[config.mk]
export PLATFORM = sky130hd
export DESIGN_NAME = exc_arbiter_seq
export DESIGN_NICKNAME = d
export VERILOG_FILES = /design/src/rtl/exc_arbiter_seq.sv
export SDC_FILE = /design/constraint.sdc
export NUM_CORES = 1
export LEC_CHECK = 0
export CAP_MARGIN = 20
export CORE_ASPECT_RATIO = 1.5
export CORE_MARGIN = 4
export CORE_UTILIZATION = 42
export DETAILED_ROUTE_END_ITERATION = 6
export GPL_ROUTABILITY_DRIVEN = 0
export PLACE_DENSITY_LB_ADDON = 0.05
export SLEW_MARGIN = 20
export SYNTH_ARGS = -nofsm -noshare
export SYNTH_HDL_FRONTEND = slang
export SYNTH_SLANG_ARGS = --single-unit
export TNS_END_PERCENT = 5
[constraint.sdc]
create_clock -name clk_i -period 2.2 [get_ports clk_i]
set_input_delay 0.66 -clock clk_i [delete_from_list [all_inputs] [get_ports clk_i]]
set_output_delay 0.66 -clock clk_i [all_outputs]
set_load 0.1 [all_outputs]
[src/rtl/exc_arbiter_seq.sv]
// Exception/interrupt arbiter at MEM/commit: syncs IRQs, priority-encodes faults, captures EPC/BD/BadVAddr.
// Latency: report/flush/eret registered one cycle after the MEM-stage event; hw IRQs visible in cause_ip_o after SYNC_STAGES.
// Backpressure: report held with busy_o until cp0_ack_i; mem_* ignored while busy.
module exc_arbiter_seq #(
    parameter int N_HW_INT    = 6,
    parameter int SYNC_STAGES = 2,
    parameter int ADDR_W      = 32
) (
    input  logic              clk_i,
    input  logic              rst_ni,
    input  logic [N_HW_INT-1:0] hw_int_i,
    input  logic [1:0]        sw_int_i,
    input  logic              timer_int_i,
    input  logic [7:0]        status_im_i,
    input  logic              status_exl_i,
    input  logic              status_ie_i,
    input  logic              mem_valid_i,
    input  logic [ADDR_W-1:0] mem_pc_i,
    input  logic              mem_bd_i,
    input  logic [8:0]        mem_exc_i,
    input  logic [ADDR_W-1:0] mem_badaddr_i,
    input  logic              cp0_ack_i,
    output logic [7:0]        cause_ip_o,
    output logic              exc_valid_o,
    output logic [4:0]        exc_code_o,
    output logic [ADDR_W-1:0] exc_epc_o,
    output logic              exc_bd_o,
    output logic [ADDR_W-1:0] exc_badvaddr_o,
    output logic              flush_o,
    output logic              eret_o,
    output logic              busy_o
);

    typedef enum logic {IDLE, REPORT} state_t;

    state_t                                 state_q, state_d;
    logic [SYNC_STAGES-1:0][N_HW_INT-1:0]   sync_q;
    logic [1:0]                             sw_q;
    logic                                   timer_q;
    logic [5:0]                             hw_ip;
    logic                                   int_req;
    logic                                   any_exc;
    logic                                   take;
    logic                                   do_eret;
    logic                                   addr_exc;
    logic [4:0]                             code_d;
    logic [ADDR_W-1:0]                      epc_d;
    logic                                   flush_q, eret_q, bd_q;
    logic [4:0]                             code_q;
    logic [ADDR_W-1:0]                      epc_q, badvaddr_q;

    // The last synchroniser stage is itself the registered IP bit, so a hw edge costs exactly SYNC_STAGES cycles.
    always_ff @(posedge clk_i or negedge rst_ni) begin
        if (!rst_ni) begin
            sync_q  <= '0;
            sw_q    <= '0;
            timer_q <= 1'b0;
        end else begin
            sync_q  <= {sync_q[SYNC_STAGES-2:0], hw_int_i};
            sw_q    <= sw_int_i;
            timer_q <= timer_int_i;
        end
    end

    always_comb begin
        hw_ip = '0;
        hw_ip[N_HW_INT-1:0] = sync_q[SYNC_STAGES-1];
    end

    assign cause_ip_o = {hw_ip[5] | timer_q, hw_ip[4:0], sw_q};
    assign int_req    = (|(cause_ip_o & status_im_i)) & status_ie_i & ~status_exl_i;
    assign any_exc    = |mem_exc_i[7:0];
    assign take       = (state_q == IDLE) && mem_valid_i && (int_req || any_exc);
    assign do_eret    = (state_q == IDLE) && mem_valid_i && mem_exc_i[8] && !any_exc && !int_req;
    assign epc_d      = mem_bd_i ? mem_pc_i - ADDR_W'(4) : mem_pc_i;

    always_comb begin
        code_d   = 5'h00;
        addr_exc = 1'b0;
        if (int_req)           code_d = 5'h00;
        else if (mem_exc_i[0]) begin code_d = 5'h04; addr_exc = 1'b1; end
        else if (mem_exc_i[1]) code_d = 5'h0A;
        else if (mem_exc_i[2]) code_d = 5'h08;
        else if (mem_exc_i[3]) code_d = 5'h09;
        else if (mem_exc_i[4]) code_d = 5'h0C;
        else if (mem_exc_i[5]) code_d = 5'h0D;
        else if (mem_exc_i[6]) begin code_d = 5'h04; addr_exc = 1'b1; end
        else if (mem_exc_i[7]) begin code_d = 5'h05; addr_exc = 1'b1; end
    end

    always_comb begin
        state_d = state_q;
        case (state_q)
            IDLE:    if (take) state_d = REPORT;
            REPORT:  if (cp0_ack_i) state_d = IDLE;
            default: state_d = IDLE;
        endcase
    end

    always_ff @(posedge clk_i or negedge rst_ni) begin
        if (!rst_ni) begin
            state_q    <= IDLE;
            flush_q    <= 1'b0;
            eret_q     <= 1'b0;
            code_q     <= '0;
            epc_q      <= '0;
            bd_q       <= 1'b0;
            badvaddr_q <= '0;
        end else begin
            state_q <= state_d;
            flush_q <= take | do_eret;
            eret_q  <= do_eret;
            if (take) begin
                code_q <= code_d;
                epc_q  <= epc_d;
                bd_q   <= mem_bd_i;
                if (addr_exc) badvaddr_q <= mem_badaddr_i;
            end else if (state_q == REPORT && cp0_ack_i) begin
                // BadVAddr deliberately survives the ack; only the per-report fields are cleared.
                code_q <= '0;
                epc_q  <= '0;
                bd_q   <= 1'b0;
            end
        end
    end

    assign exc_valid_o    = (state_q == REPORT);
    assign busy_o         = (state_q == REPORT);
    assign flush_o        = flush_q;
    assign eret_o         = eret_q;
    assign exc_code_o     = code_q;
    assign exc_epc_o      = epc_q;
    assign exc_bd_o       = bd_q;
    assign exc_badvaddr_o = badvaddr_q;

endmodule
==> out/results.ini <==
[cts]
cts-root-buf=clkbuf_16
clk-insertion-delay-late_ns=0.34
cts_tree=yes
max-clock-path-buffers=2
path_clk_slew_ns=0.07
cts_sinks=87
cts_buffers=9
cts.htree.levels=3

[synthesis]
synth_cells=327
avgSynthCellArea_um2=12.1
netlist_top_cells_area=dfrtp_1 55%, mux2_2 9.1%, mux2i_1 8.4%
yosys.cell_types.count=46
async_reset_ff_share_pct=100
syn_area_um2=3950
ys.flop_type=dfrtp_1
ys_seq_area_share_pct=55.1
synth_area_leader_cell=dfrtp_1
yosys_warnings=0
ys_ff_latch=87
synth_nets=425
synth_top_area_share_pct=55.1
synth_edf_count=0

[detailed_routing]
ant_nets=0
met1Wirelength_um=4230
route.met2.wl_um=6460
totalWireLength_um=11800
drt_iter0_drc=79
firstDrtPassIters=4
avgViaCountPerCell=4.95
wl_met3_um=849
drc=0
dr_total_vias=3382
highest_layer=met4
wl_per_cell_um=17.3

[critical_path]
arrival_ns=2.46
required_ns=2.42
r2r_setup_slack_ns=0.17
cp_max_fo=8
startpoint=mem_pc_i[14]
startpoint_type=input pin
endpoint=exc_epc_o[25]
reg2reg_depth=7
path_class=input pin to flop
timing.rr.start=sw_q[1]
reg2reg_to=exc_badvaddr_o[24]
crit_path_end_kind=flop

[floorplan]
die_h_um=127
start_util_pct=43.0
io_pins=179
dieArea_um2=11100
die_width_um=87.2
design.core.area_um2=9200
rows=43

[placed_design]
place_ws_ns=-0.749
io_buffers=177
detailed_place_hpwl_um=8380
placedCellCount=660

[global_routing]
grtUsageTotal_pct=21.0
grt_pass1_wl_um=17900
grt_max_degree=38
grt_pass1_vias=3550
grt_overflow=0
antenna_found_initial=0

[finish]
areaGrowthSynthToFinish_pct=71.2
final_layout_size_suffix_gt1_share_pct=41.3
antenna-diode-count=0
stdcell_count=683
fin_nets=664
fillers=660

[timing]
setup_ws_ns=-0.0372
rsz0062_at_grt=true
finalClockSkew_ns=0.0107
setup_violations=3
period_minus_slack_ns=2.24
max_freq_ghz=0.447
period_share_pct=102
drv_slew=0
hold_viol=0

[power]
combPwrFrac_pct=52.8
p_leak_nw=3.13
p_seq_share_pct=27.9
swShare_pct=49.9
p_sw_w=0.00380
p_total_w=0.00761
peakVddDrop_uv=868
clkPwrFrac_pct=19.3
p_int_w=0.00381
p_per_area_nw_per_um2=1120

[job]
max_cap_viol_count=0

[outcome]
status=complete, but fails checks
violations=setup timing

[worst_hold_path]
hold_path.class=input pin to asynchronous set/reset pin

final cells by class:
type                       count  area, um2  share of cell area, %
timing repair buffer         246       2240                   33.0
inverter                       8       30.0                  0.444
tap                          112        140                   2.07
sequential                    87       2180                   32.2
clock buffer                  12        256                   3.79
multi-input combinational    214       1900                   28.0
clock inverter                 4       31.3                  0.462
repair_timing:
action | in CTS | in global routing
gates cloned | 2 | 2
buffers inserted | 4 | 1
hold buffers | 0 | 0
setup endpoints to repair | 72 | 62
pin swaps | 18 | 12
resized for setup | 84 | 25
metrics by stage:
stage	util, %	TNS (ns)	cell area [um2]	hold slack, ns
2_1_floorplan	-	-7.74	3990	0.331
6_report	73.6	-0.0675	6770	0.262
5_1_grt	73.6	-1.30	6770	0.293
3_3_place_gp	66.8	-41.76	6150	0.332
3_5_place_dp	66.8	-44.66	6150	0.335
4_1_cts	72.5	-1.52	6670	0.277
sequential cells by signal (all words and copies together) (netlist names), 2 cells and up:
| register | flops |
|---|---|
| sw_q | 2 |
| exc_code_o | 4 |
| hw_ip | 6 |
| exc_epc_o | 32 |
| exc_badvaddr_o | 32 |
| sync_q | 6 |
metal layers:
metal | vias up | global-route usage (%)
met5 | - | 0
met4 | 0 | 8.58
li1 | 1613 | -
met3 | 19 | 5.26
met1 | 1639 | 22.3
met2 | 111 | 38.5
synth_stat cells (all sizes together) (3+ instances only):
| library cell | count |
|---|---|
| buf | 15 |
| dfrtp | 87 |
| mux2i | 33 |
| nor2 | 13 |
| a21oi | 3 |
| xor2 | 8 |
| clkbuf | 3 |
| nand2 | 44 |
| or3 | 6 |
| mux2 | 32 |
| inv | 8 |
| or2 | 3 |
| nor4 | 9 |
| nor3 | 10 |
| nand3 | 3 |
| or4 | 4 |
| xnor2 | 21 |
cells in the final DEF (no fill, tap or decap), types with 3 or more instances in the layout:
cell type,netlist,routed
buf_4,7,136
clkbuf_16,0,11
or4_4,2,4
mux2i_1,33,32
inv_1,8,8
nor4_2,2,3
dfrtp_1,87,85
nor3_1,8,7
buf_12,0,10
xnor2_1,21,21
dlygate4sd2_1,0,11
clkdlybuf4s15_1,0,3
nor3_2,2,3
nor2_1,13,12
mux2_4,0,32
nand2_1,44,44
buf_6,1,6
xor2_1,8,8
dlymetal6s2s_1,0,4
nor4_4,1,4
clkdlybuf4s50_1,0,70
or3_1,6,4
clkinvlp_4,0,3
power by group through the flow:
stage,logic [W],registers [W],clock network (W)
after floorplan,0.000515,0.00445,0
after global placement,0.00385,0.00212,0
after detailed placement,0.00388,0.00214,0
after CTS,0.00401,0.00212,0.00149
after global routing,0.00413,0.00217,0.00156
final,0.00402,0.00212,0.00147
critical path, stage by stage:
cell and delay (ns):
buf_6 0.09, or4_4 0.55, or4b_4 0.64, nor4_4 0.26
xnor2_1 0.16, mux2i_1 0.10
cell families after synthesis:
family          count (synthesis)  share of synthesized area (%)
mux                            65                           17.5
buf+inv                        26                           3.48
other cells                     1                         0.0948
simple gates                  102                           14.1
compound gates                 16                           3.04
fa+ha+maj                       1                          0.316
xor+xnor                       29                           6.42
flops                          87                           55.1
how the worst min path moves through the flow:
stage | slack, ns | cells after the start | to | start
global placement | 0.33 | 0 | hw_ip[0] | sync_q[0]
detailed placement | 0.33 | 0 | hw_ip[0] | sync_q[0]
CTS | 0.28 | 1 | hw_ip[2] | rst_ni
finish | 0.26 | 1 | hw_ip[0] | rst_ni
global route | 0.29 | 1 | sync_q[3] | rst_ni
floorplan | 0.33 | 0 | hw_ip[0] | sync_q[0]
(Power assumes the default switching activity.)
